$ cat config.mk
export PLATFORM = sky130hd
export DESIGN_NAME = inst_fetch
export DESIGN_NICKNAME = d
export VERILOG_FILES = /design/src/rtl/inst_fetch.sv
export SDC_FILE = /design/constraint.sdc
export NUM_CORES = 1
export LEC_CHECK = 0
export ABC_AREA = 1
export BUFFER_PORTS_ARGS = -buffer_cell sky130_fd_sc_hd__buf_2
export CAP_MARGIN = 20
export CORE_MARGIN = 1
export CORE_UTILIZATION = 55
export CTS_CLUSTER_DIAMETER = 50
export DETAILED_ROUTE_END_ITERATION = 10
export PLACE_DENSITY = 0.81
export SYNTH_ARGS = -nofsm -noshare
export SYNTH_HDL_FRONTEND = slang
export SYNTH_SLANG_ARGS = --single-unit
$ cat constraint.sdc
create_clock -name clk -period 3.6 [get_ports clk]
set_clock_uncertainty 0.05 [all_clocks]
set_input_delay 0.36 -clock clk [delete_from_list [all_inputs] [get_ports clk]]
set_output_delay 0.36 -clock clk [all_outputs]
set_load 0.01 [all_outputs]
$ cat src/rtl/inst_fetch.sv
// Instruction fetch stage: owns the fetch PC, tracks the fixed-latency imem read pipe,
// and buffers returned words in a FIFO presented to decode over valid/ready.
module inst_fetch #(
    parameter logic [15:0] RESET_PC   = 16'h0000,
    parameter int          FIFO_DEPTH = 4,
    parameter int          MEM_LAT    = 2
) (
    input  logic        clk,
    input  logic        rst,
    output logic [14:0] imem_raddr_,
    input  logic [15:0] imem_rdata_,
    input  logic        redirect_valid,
    input  logic [15:0] redirect_pc,
    output logic        inst_valid,
    output logic [15:0] inst_data,
    output logic [15:0] inst_pc,
    input  logic        inst_ready
);

    localparam int PTR_W = $clog2(FIFO_DEPTH);
    localparam int CNT_W = $clog2(FIFO_DEPTH + MEM_LAT + 1);

    logic [15:0]      fetch_pc;
    logic [MEM_LAT-1:0] pipe_valid;
    logic [15:0]      pipe_pc [MEM_LAT];

    logic [15:0]      fifo_data [FIFO_DEPTH];
    logic [15:0]      fifo_pc   [FIFO_DEPTH];
    logic [PTR_W-1:0] wr_ptr;
    logic [PTR_W-1:0] rd_ptr;
    logic [CNT_W-1:0] fifo_count;

    logic [CNT_W-1:0] inflight_count;
    logic             issue;
    logic             push;
    logic             pop;

    // Credit counts every wanted fetch, including the one landing this edge, so the
    // FIFO always has a free slot for whatever the pipe delivers.
    always_comb begin
        // NOTE: every always_comb output gets a default first so no path leaves it unassigned and infers a latch.
        inflight_count = '0;
        for (int i = 0; i < MEM_LAT; i++) begin
            inflight_count = inflight_count + CNT_W'(pipe_valid[i]);
        end
    end

    assign issue = !redirect_valid && ((fifo_count + inflight_count) < CNT_W'(FIFO_DEPTH));
    assign push  = pipe_valid[MEM_LAT-1] && !redirect_valid;
    assign pop   = inst_valid && inst_ready && !redirect_valid;

    assign imem_raddr_ = fetch_pc[15:1];

    // NOTE: sequential state is written with <= so every register samples pre-edge values regardless of statement order.
    always_ff @(posedge clk or posedge rst) begin
        if (rst) begin
            fetch_pc <= RESET_PC & 16'hFFFE;
        end else if (redirect_valid) begin
            fetch_pc <= redirect_pc & 16'hFFFE;
        end else if (issue) begin
            fetch_pc <= fetch_pc + 16'd2;
        end
    end

    always_ff @(posedge clk or posedge rst) begin
        if (rst) begin
            pipe_valid <= '0;
        end else if (redirect_valid) begin
            pipe_valid <= '0;
        end else begin
            pipe_valid[0] <= issue;
            for (int i = 1; i < MEM_LAT; i++) begin
                pipe_valid[i] <= pipe_valid[i-1];
            end
        end
    end

    // PCs travel alongside the valid bits; only the valid bits need a defined reset value.
    always_ff @(posedge clk) begin
        pipe_pc[0] <= fetch_pc;
        for (int i = 1; i < MEM_LAT; i++) begin
            pipe_pc[i] <= pipe_pc[i-1];
        end
    end

    always_ff @(posedge clk or posedge rst) begin
        if (rst) begin
            wr_ptr     <= '0;
            rd_ptr     <= '0;
            fifo_count <= '0;
        end else if (redirect_valid) begin
            wr_ptr     <= '0;
            rd_ptr     <= '0;
            fifo_count <= '0;
        end else begin
            if (push) begin
                wr_ptr <= wr_ptr + PTR_W'(1);
            end
            if (pop) begin
                rd_ptr <= rd_ptr + PTR_W'(1);
            end
            fifo_count <= fifo_count + CNT_W'(push) - CNT_W'(pop);
        end
    end

    // NOTE: FIFO storage is not reset; occupancy is tracked by the counters and the outputs are gated when empty.
    always_ff @(posedge clk) begin
        if (push) begin
            fifo_data[wr_ptr] <= imem_rdata_;
            fifo_pc[wr_ptr]   <= pipe_pc[MEM_LAT-1];
        end
    end

    assign inst_valid = (fifo_count != '0);
    assign inst_data  = inst_valid ? fifo_data[rd_ptr] : 16'h0000;
    assign inst_pc    = inst_valid ? fifo_pc[rd_ptr]   : 16'h0000;

endmodule

Yosys cells after proc, flatten, opt, wreduce, memory -nomap -nowiden --
Memory sizes are Yosys's and may differ from the RTL's. Cells that the tools add are included.
Storage, ports and cells: output and inout bits 48, memory bits (read-only) 0, register bits after elaboration 25, memory bits (writable) 160, latch bits 0, input bits 36, memories kept 3, word-level logic and storage cells 37
Operators by class: add/subtract/negate cells 7, shifts and indexed selects 0, div/mod/pow operators 0, bitwise gates (word level) 0, reduce and logical (&&, ||, !) cells 9, mux-type cells 12, $lt $le $gt $ge 1, $mul 0, equal/unequal tests 0
Memories:
- fifo_data | depth 4, width 16, read ports 1, clocked after Yosys merged registers in 0, wr ports 1, line 27 | logic [15:0] fifo_data [FIFO_DEPTH];
- fifo_pc | depth 4, width 16, read ports 1, clocked after Yosys merged registers in 0, wr ports 1, line 28 | logic [15:0] fifo_pc [FIFO_DEPTH];
- pipe_pc | depth 2, width 16, read ports 2, clocked after Yosys merged registers in 0, wr ports 2, line 25 | logic [15:0] pipe_pc [MEM_LAT];
Operator list (count):
- 16-bit two-way mux | 4
- 16-bit by 2-bit adder with 16-bit output, second input constant | 1
- 2-bit two-way mux | 5
- 2-bit nonzero test | 3
- 2-bit by 1-bit adder with 2-bit output, second input constant | 2
- 1-bit logical AND | 4
- 3-bit by 1-bit adder with 3-bit output | 1
- 3-bit by 2-bit adder with 3-bit output | 1
- 3-bit < comparator, second input constant | 1
- 3-bit two-way mux | 1
- 3-bit nonzero test | 1
- 3-bit by 1-bit subtractor with 3-bit output | 1
- 1-bit by 1-bit adder with 2-bit output | 1
- 1-bit two-way mux | 2
- 1-bit zero test | 1

Longest topological paths before layout --
Gate-level depths: netlist of the first run.
depth after elaboration 6, mapped depth 13, depth with buffers taken out 12

Least setup slack after synthesis of the first run --
Ideal clock, no wire load.
path type input port to flip-flop, start point in redirect_valid, end point mem fifo_data[0][0] (enable), setup time 0.419 ns, stages on the path 4, path buffers 1, slack 1.049 ns, data required time 3.131 ns, arrival 2.082 ns, path through inv_2 > buf_2 > nand2_1 > nor2_1
On the way: longest elaborated chain between the ends 4
RTL lines:
- from (decl) | line 12 | input logic redirect_valid,
- 1-bit zero test | line 49 | assign push = pipe_valid[MEM_LAT-1] && !redirect_valid;
- 1-bit logical AND | line 49
- 1-bit two-way mux | line 108 | if (push) begin
- 1-bit two-way mux (not written as such) | line 109 | fifo_data[wr_ptr] <= imem_rdata_;
- to (decl) | line 27
Every way passes these cells.

Final worst setup path of the first run --
start point reg rd_ptr[0], end point out inst_data[0]
On the way: longest elaborated chain between the ends 2
RTL lines:
- from (decl) | line 30 | logic [PTR_W-1:0] rd_ptr;
- from (signal assigned) | line 100 | rd_ptr <= rd_ptr + PTR_W'(1);
- memory 4 x 16 bit
- 16-bit two-way mux | line 115 | assign inst_data = inst_valid ? fifo_data[rd_ptr] : 16'h0000;
- to (decl) | line 15 | output logic [15:0] inst_data,
Every way passes these cells.

==> results.toml, run 1 <==
[clock_network]
clkSlewWorstSetupHoldPaths_ns = 0.06
cts_tree = "done"
cts_resized = 0
clkLatencyLatePin_ns = 0.42
cts.sinks = 178
cts_buffer_depth = 2
htreeDepth = 4
cts-root-buf = "clkbuf_16"
cts_buffers = 17

[placed_design]
place.port_buffers = 81
pre_cts_slack_ns = 1.084
dp_hpwl_mm = 8.524
gp_congestion = 0.7958

[logic_synthesis]
synth_area_leaders = "edfxtp_1 (53%), dfrtp_1 (8.5%), dfxtp_1 (8.5%), nor2_1 (7.6%), o21ai_0 (4.7%)"
synth_compound_gate_area_share_pct = 7.582
synth_top_family_by_area = "simple AND/OR/NAND/NOR gates"
synth_top_area_share_pct = 52.60
synth-simple-area-share_pct = 16.47
ys_ff_latch = 178
synth_adder_area_share_pct = 1.697
ys_seq_area_share_pct = 69.57
synth_area_sq_mm = 0.007079
synth-xor-area-share_pct = 0.6186
netlist.top_cell.by_area = "edfxtp_1"
synth_nets = 676
synth_mux_area_share_pct = 0
syn_inst = 631
synth.avg_cell_area_sq_um = 11.22
ys_types = 39
ys_warn_count = 0

[critical_path]
r2r_cells = 12
regToRegSetupSlack_ns = 1.06
required_ns = 3.19
critPathCaptureType = "output pin"
r2r_end = "fifo_count[2]"
cp-start-kind = "register"
r2r-start = "fifo_count[1]"
cp.arrival_ns = 2.37
crit_fanout = 34
crit_type = "register to output pin"

[die]
ios = 84
die_h_um = 115.5
start_util_pct = 56.33
rows = 41
dieArea_sq_mm = 0.01333
die_w_um = 115.5
core_sq_mm = 0.01257

[finish]
areaGrowthSynthToFinish_pct = 16.74
drive_above_1_share_pct = 21.15
mostFrequentLayoutCell = "nor2_1"
final_cell_mix = "nor2_1 (140), edfxtp_1 (124), buf_2 (81), nand2_1 (76), o21ai_0 (67)"
num_antenna_cells = 0
num-nets-final = 760

[grt]
overflow = 0
grt_pass1_vias = 4692
grt_first_pass_wirelength_mm = 22.17
grt_max_degree = 35
antenna_found_initial = 0
grt_usage_pct = 22.56

[pwr]
peakVddDrop_mv = 0.3585
power.total_mw = 5.763
p_leak_nw = 3.339
power_density_mw_per_mm2 = 697.3

[timing]
setup_viol = 0
rsz0062_at_grt = "no"
layout_setup_ws_ns = 0.8178
slew_violations = 0
setup_tns_ns = 0
fmaxAchievable_mhz = 359.4
finalCritPeriodShare_pct = 77.28
worst_slew_pin_slew_ns = 0.6339
hold_viol = 0
relSlewSlack_pct = 57.74
min_period_ns = 2.782

[min_path]
min-delay-start = "imem_rdata_[11]"
holdPathEnd = "fifo_data[2][11]"
min_delay_path_depth = 1
hp-class = "input port to register"

[detailed_routing]
drt_iter0_markers = 274
post_drt_wl_per_cell_um = 15.78
firstDrtPassIters = 6
via_count = 4762
drcViolationCount = 0
viasPerCell = 5.291
wl_mm = 14.21
ant_nets = 0

[status]
status = "finished clean"

[run]
maxCapViolCount = 0
==> stage by stage <==
step / util (%) / cell area, sq um / cells / hold slack [ns]
after floorplan: - / 7079 / 631 / 0.2596
after global placement: 60.98 / 7664 / 866 / 0.2605
after detailed placement: 60.98 / 7664 / 866 / 0.2621
after CTS: 65.46 / 8227 / 898 / 0.08674
after global routing: 65.75 / 8264 / 900 / 0.08755
final: 65.75 / 8264 / 900 / 0.1022
==> how the worst max path moves through the flow <==
stage,startpoint,end,cells after the start
CTS,rd_ptr[0],inst_pc[10],5
floorplan,redirect_valid,fifo_data[0][0],4
global placement,fifo_count[1],fifo_count[2],12
global route,rd_ptr[0],inst_pc[5],6
finish,rd_ptr[0],inst_data[0],5
detailed placement,fifo_count[1],fifo_count[2],12
==> cell families (layout without fill, tap and decap cells) <==
logic type,Yosys count,after routing
AO/OA/AOI/OAI,104,104
XOR/XNOR,5,5
adder cells (fa/ha/maj),9,9
buffers and inverters,64,161
flip-flops,178,178
other,1,1
AND/OR/NAND/NOR,270,270
==> registers in the layout, summed over array words and instances, names as in the netlist <==
| register | flops |
|---|---|
| fifo_count | 3 |
| fifo_data | 64 |
| pipe_pc | 30 |
| rd_ptr | 2 |
| fetch_pc | 15 |
| fifo_pc | 60 |
| wr_ptr | 2 |
| pipe_valid | 2 |
==> cells in the mapped netlist, drive strengths merged <==
master / number
nand2: 84
fa: 1
dfrtp: 24
nand3b: 1
buf: 18
nor3: 2
xnor2: 2
conb: 1
o211ai: 1
ha: 8
nand3: 23
a21oi: 34
and2: 1
edfxtp: 124
or2: 6
and3: 1
o21ai: 68
nor2: 147
nand4: 5
xor2: 3
clkbuf: 11
inv: 35
o21bai: 1
dfxtp: 30
==> area by class of cell <==
type,instances,area (sq um)
Clock buffer,20,467.9
Timing Repair Buffer,94,525.5
Tap cell,172,215.2
Fill cell,943,4304
Multi-Input combinational cell,389,1901
Clock inverter,12,95.09
Inverter,35,133.9
Sequential cell,178,4926
==> per-layer routing <==
layer	wire, um	track usage, %	vias up
met1	5902	26.80	2268
met5	0	0	-
met4	147	9.004	0
met3	934	5.544	16
met2	7221	39.56	182
li1	-	-	2296
==> power by group <==
group	internal, mW	total [mW]	switching (mW)	leakage, nW
Combinational	0.473	1.35	0.875	1.39
Clock	0.955	1.72	0.766	0.278
Sequential	2.46	2.69	0.235	1.67
Total	3.89	5.76	1.88	3.34
==> critical path: stages, from the launching register on <==
cell	delay, ns
dfrtp_2	0.78
inv_1	0.31
buf_4	0.33
o21ai_0	0.23
a21oi_1	0.12
buf_2	0.17
==> timing repair <==
action                                  CTS  global route
hold endpoints to repair                  0            24
hold buffers                              0             1
buffers inserted                          0             0
endpoints found under the setup margin    0             0
No activity file was read; power rests on OpenSTA's default activity.
==> run 2, diff against run 1 <==
--- a/config.mk
+++ b/config.mk
@@ -5,11 +5,11 @@
 export SDC_FILE = /design/constraint.sdc
 export NUM_CORES = 1
 export LEC_CHECK = 0
-export ABC_AREA = 1
+export ABC_AREA = 0
 export BUFFER_PORTS_ARGS = -buffer_cell sky130_fd_sc_hd__buf_2
 export CAP_MARGIN = 20
 export CORE_MARGIN = 1
-export CORE_UTILIZATION = 55
+export CORE_UTILIZATION = 52
 export CTS_CLUSTER_DIAMETER = 50
 export DETAILED_ROUTE_END_ITERATION = 10
 export PLACE_DENSITY = 0.81
==> constraint.sdc (replaced) <==
create_clock -name clk -period 2.4 [get_ports clk]
set_clock_uncertainty 0.05 [all_clocks]
set_input_delay 0.24 -clock clk [delete_from_list [all_inputs] [get_ports clk]]
set_output_delay 0.24 -clock clk [all_outputs]
set_load 0.01 [all_outputs]
==> results.toml, run 2 <==
[clock_network]
cts_buffer_depth = 2
cts-root-buf = "clkbuf_16"
cts_buffers = 17
cts_resized = 0
cts_setup_buffers = 0
cts.sinks = 178
clkLatencyLatePin_ns = 0.42
cts_hold_buf = 27
cts_tree = "done"
clkSlewWorstSetupHoldPaths_ns = 0.07
htreeDepth = 4

[timing]
setup_viol = 0
setup_tns_ns = 0
fmaxAchievable_mhz = 448.4
slew_violations = 0
hold_viol = 0
rsz0062_at_grt = "no"
finalCritPeriodShare_pct = 92.93
min_period_ns = 2.230

[logic_synthesis]
synth_common_cells = "edfxtp_1 (124), and2_1 (36), mux4_2 (31), dfxtp_1 (30), dfrtp_1 (24)"
ys_ff_latch = 178
synth_edf_count = 124
synth_area_leaders = "edfxtp_1 (55%), mux4_2 (10%), dfrtp_1 (8.9%), dfxtp_1 (8.9%), and2_1 (3.3%)"
ys_types = 39
netlist.top_cell.by_area = "edfxtp_1"
synth.avg_cell_area_sq_um = 17.17
yosysMostFrequentCell = "edfxtp_1"
async_flop_share_pct = 13.48
synth_ff_type = "edfxtp_1"
synth_area_sq_mm = 0.006730
syn_inst = 392
synth_top_area_share_pct = 55.33
ys_warn_count = 0
ys_seq_area_share_pct = 73.17
synth_nets = 437

[placed_design]
placed_area_sq_mm = 0.007411
gp_congestion = 0.7804
place.port_buffers = 81
dp.cells = 642
dp_hpwl_mm = 7.308

[critical_path]
worstPathCellList = "or3_1 -> nand2_1 -> nor2_1 -> ha_1 -> inv_1 -> ha_1 -> inv_1 -> fa_1 -> xnor2_1 -> nor2_1"
r2r_cells = 10
cp.arrival_ns = 2.47
critPathBufInv = 2
crit_family = "adder cells"
required_ns = 2.64
cp_slowest_cell = "dfrtp_1"
r2r-start = "fifo_count[2]"
crit_type = "register to register"
crit_fanout = 4
r2r_end = "fifo_count[2]"
critPathCaptureType = "register"
cp-start-kind = "register"
regToRegSetupSlack_ns = 0.17
max_stage_delay_ns = 0.42

[die]
ios = 84
dieArea_sq_mm = 0.01340
die_h_um = 115.8
core_sq_mm = 0.01262
rows = 41
start_util_pct = 53.33
die_w_um = 115.8

[finish]
areaGrowthSynthToFinish_pct = 22.68
multi_input_area_sq_mm = 0.001685
fin_cells = 701
largest_register = "fifo_data"
mostFrequentLayoutCell = "edfxtp_1"
final_area_sq_mm = 0.008257
regArea_sq_mm = 0.004926
drive_above_1_share_pct = 30.25
num-nets-final = 561
fillers = 857
final_cell_mix = "edfxtp_1 (124), buf_2 (81), and2_1 (36), mux4_2 (31), dfxtp_1 (30)"
reg_top3 = "fifo_data: 64 flops, fifo_pc: 60 flops, pipe_pc: 30 flops"
largest_reg_flops = 64
num_antenna_cells = 0

[min_path]
hp-class = "input port to register"
min_delay_path_depth = 3
holdPathEnd = "fetch_pc[12]"
min-delay-start = "redirect_pc[12]"

[detailed_routing]
via_count = 3766
wl_mm = 12.46
post_drt_wl_per_cell_um = 17.78
firstDrtPassIters = 5
viasPerCell = 5.372
drt_iter0_markers = 218
drcViolationCount = 0
ant_nets = 0

[grt]
antenna_found_initial = 0
grt_max_degree = 37
grt_first_pass_wirelength_mm = 19.70
grt_pass1_vias = 3787
overflow = 0
grt_usage_pct = 20.38

[pwr]
p_leak_nw = 3.141
power.total_mw = 8.274
power_density_mw_per_mm2 = 1002
peakVddDrop_mv = 0.5075

[status]
status = "finished clean"

[run]
maxCapViolCount = 0
==> run 2: changes by cell type in the layout (fill, tap and decap cells not counted), sizes merged, moves of 26 or more <==
cell,change
nor2,-127
nand2,-67
o21ai,-63
and2,+35
a21oi,-31
mux4,+31
dlygate4sd3,+26
==> run 2: kinds of logic (layout without fill, tap and decap cells) <==
kind of cell	after synthesis	after routing	share of synthesized area, %
flops	178	178	73.17
simple gates	109	109	8.775
mux	33	33	10.67
buf+inv	30	167	1.785
compound gates	25	25	2.844
fa+ha+maj	9	9	1.785
xor+xnor	7	7	0.9110
other cells	1	1	0.05572
==> run 2: worst max path at each step <==
stage / end / startpoint / slack (ns) / cells past startpoint
3_3_place_gp: fifo_count[2] / fifo_count[2] / 0.23 / 10
4_1_cts: fifo_count[2] / fifo_count[2] / 0.16 / 10
6_report: fifo_count[2] / fifo_count[2] / 0.17 / 10
5_1_grt: fifo_count[2] / fifo_count[2] / 0.004 / 10
2_1_floorplan: fifo_count[2] / fifo_count[1] / 0.08 / 11
3_5_place_dp: fifo_count[2] / fifo_count[2] / 0.18 / 10
==> run 2: worst register-to-register path, stage by stage (launching register included) <==
cell and delay (ns):
dfrtp_1 0.42, or3_1 0.38, nand2_1 0.11, nor2_1 0.05, ha_1 0.27, inv_1 0.05, ha_1 0.13, inv_1 0.05
fa_1 0.37, xnor2_1 0.17, nor2_1 0.06
==> run 2: metrics by stage <==
step | utilization (%) | setup WS [ns] | hold slack, ns
after floorplan | - | 0.08130 | 0.2046
after global placement | 58.73 | 0.2304 | 0.2611
after detailed placement | 58.73 | 0.1804 | 0.2621
after CTS | 65.43 | 0.1640 | 0.0005175
after global routing | 65.43 | 0.004212 | 0.02844
final | 65.43 | 0.1698 | 0.01244
==> run 2: where the power goes <==
group	leakage [nW]	switching [mW]	internal, mW	total (mW)
combinational	1.19	0.972	0.923	1.90
clock	0.283	1.11	1.56	2.67
sequential	1.67	0.180	3.53	3.71
==> run 2: per-layer routing <==
| metal | GRT usage (%) | vias to the layer above | share of wire [%] |
|---|---|---|---|
| li1 | - | 1735 | - |
| met1 | 27.25 | 1867 | 44 |
| met2 | 32.42 | 148 | 49 |
| met3 | 5.126 | 16 | 5.5 |
| met4 | 8.120 | 0 | 1.5 |
| met5 | 0 | - | 0 |
==> run 2: final cells by class <==
class / instances / area share, %
inverters: 13 / 0.5910
clock inverters: 14 / 1.652
flip-flops and latches: 178 / 59.66
well taps: 172 / 2.606
multi-input cells: 184 / 20.41
repair buffers: 122 / 9.759
clock buffers: 18 / 5.319
==> run 3, diff against run 2 <==
--- a/config.mk
+++ b/config.mk
@@ -6,7 +6,7 @@
 export NUM_CORES = 1
 export LEC_CHECK = 0
 export ABC_AREA = 0
-export BUFFER_PORTS_ARGS = -buffer_cell sky130_fd_sc_hd__buf_2
+export BUFFER_PORTS_ARGS = -buffer_cell sky130_fd_sc_hd__buf_4
 export CAP_MARGIN = 20
 export CORE_MARGIN = 1
 export CORE_UTILIZATION = 52
==> results.toml, run 3 (synthesis gave the netlist of run 2 again) <==
[placed_design]
gp_congestion = 0.8136
pre_cts_slack_ns = 0.1746
place.port_buffers = 81
dp_hpwl_mm = 7.525

[grt]
met1_usage_pct = 25.00
use_met3_pct = 5.805
overflow = 0
grt_max_degree = 37
busiest_layer = "met2"
grt_first_pass_wirelength_mm = 19.65
grt_usage_pct = 20.23
grt_pass1_vias = 3830
grtUsageMet2_pct = 34.88
antenna_found_initial = 0

[detailed_routing]
ant_nets = 0
wl_mm = 12.29
drt_iter0_markers = 232
drcViolationCount = 0
firstDrtPassIters = 5
post_drt_wl_per_cell_um = 17.54
via_count = 3701
viasPerCell = 5.280

[min_path]
hp-class = "input port to register"
min_delay_path_depth = 3
min-delay-start = "redirect_pc[13]"
holdPathEnd = "fetch_pc[13]"

[critical_path]
cp.arrival_ns = 2.50
cp-start-kind = "register"
required_ns = 2.64
critPathBufInv = 2
regToRegSetupSlack_ns = 0.14
r2r-start = "fifo_count[2]"
max_stage_delay_ns = 0.42
crit_type = "register to register"
r2r_end = "fifo_count[2]"
r2r_cells = 10
worstPathCellList = "or3_1 -> nand2_1 -> nor2_1 -> ha_1 -> inv_1 -> ha_1 -> inv_1 -> fa_1 -> xnor2_1 -> nor2_1"
cp_slowest_cell = "dfrtp_1"
critPathCaptureType = "register"
crit_family = "adder cells"
crit_fanout = 4

[clock_network]
clkSlewWorstSetupHoldPaths_ns = 0.06
cts_tree = "done"
cts_buffers = 17
htreeDepth = 4
cts-root-buf = "clkbuf_16"
clkLatencyLatePin_ns = 0.42
cts_buffer_depth = 2
cts_resized = 0
cts.sinks = 178

[finish]
mostFrequentLayoutCell = "edfxtp_1"
drive_above_1_share_pct = 30.62
utilization_pct = 67.41
final_cell_mix = "edfxtp_1 (124), buf_4 (94), and2_1 (36), mux4_2 (31), dfxtp_1 (30)"
areaGrowthSynthToFinish_pct = 26.40
largest_reg_flops = 64
num_antenna_cells = 0
largest_register = "fifo_data"
num-nets-final = 561
reg_top3 = "fifo_data: 64 flops, fifo_pc: 60 flops, pipe_pc: 30 flops"
fillers = 838

[timing]
finalCritPeriodShare_pct = 93.99
worst_slew_pin_slew_ns = 0.5050
min_period_ns = 2.256
slew_violations = 0
fmaxAchievable_mhz = 443.3
setup_viol = 0
hold_viol = 0
relSlewSlack_pct = 66.33
rsz0062_at_grt = "no"
setup_tns_ns = 0
layout_setup_ws_ns = 0.1441

[die]
die_h_um = 115.8
die_w_um = 115.8
ios = 84
start_util_pct = 53.33
core_sq_mm = 0.01262
dieArea_sq_mm = 0.01340
rows = 41

[pwr]
power_density_mw_per_mm2 = 1019
peakVddDrop_mv = 0.6035
p_leak_nw = 3.211

[run]
maxCapViolCount = 0

[status]
status = "finished clean"
[run 3: cell count changes in the layout (fill, tap and decap cells not counted), sizes merged]
cell / change
dlygate4sd3: -2
clkinvlp: -1
bufinv: +2
clkbuf: -1
clkinv: +2
buf: +2
inv: -2
[run 3: cell type report]
class | count | area, sq um | area share (%)
clock buffers | 17 | 425.4 | 5.001
clock inverters | 15 | 190.2 | 2.236
flip-flops and latches | 178 | 4926 | 57.91
repair buffers | 122 | 1016 | 11.94
well taps | 172 | 215.2 | 2.530
multi-input cells | 184 | 1685 | 19.81
inverters | 13 | 48.80 | 0.5736
[run 3: repair_timing]
action | CTS | global route
endpoints found under the setup margin | 2 | 0
endpoints found under the hold margin | 96 | 0
hold buffers | 25 | 0
buffers inserted | 2 | 0
[run 3: tightest hold or removal path: cells and delay by family]
family / cells / cell delay (ns)
buffers and inverters: 1 / 0.07
AND/OR/NAND/NOR: 2 / 0.12
[run 3: worst max-delay path by stage]
stage | startpoint | endpoint | slack, ns | cells past startpoint
2_1_floorplan | fifo_count[1] | fifo_count[2] | 0.08 | 11
3_3_place_gp | fifo_count[2] | fifo_count[2] | 0.23 | 10
3_5_place_dp | fifo_count[2] | fifo_count[2] | 0.17 | 10
4_1_cts | rd_ptr[0] | inst_pc[14] | 0.14 | 4
5_1_grt | fifo_count[2] | fifo_count[2] | 0.02 | 10
6_report | fifo_count[2] | fifo_count[2] | 0.14 | 10
[run 3: routing by layer]
metal	up-vias	share of wire, %
met1	1830	42
met3	13	4.7
met2	124	52
li1	1734	-
met5	-	0
met4	0	1.3
[run 3: metrics by stage]
step / power (mW) / hold slack, ns / instance area (sq um) / cells
after floorplan: 4.948 / 0.2046 / 6730 / 392
after global placement: 5.798 / 0.2610 / 7626 / 642
after detailed placement: 5.861 / 0.2621 / 7626 / 642
after CTS: 8.733 / 0.001211 / 8507 / 701
after global routing: 9.082 / 0.007652 / 8507 / 701
final: 8.672 / 0.002424 / 8507 / 701
[run 3: power by group]
part	internal [mW]	switching, mW
registers	3.53	0.186
logic	1.12	0.978
clock network	1.73	1.12
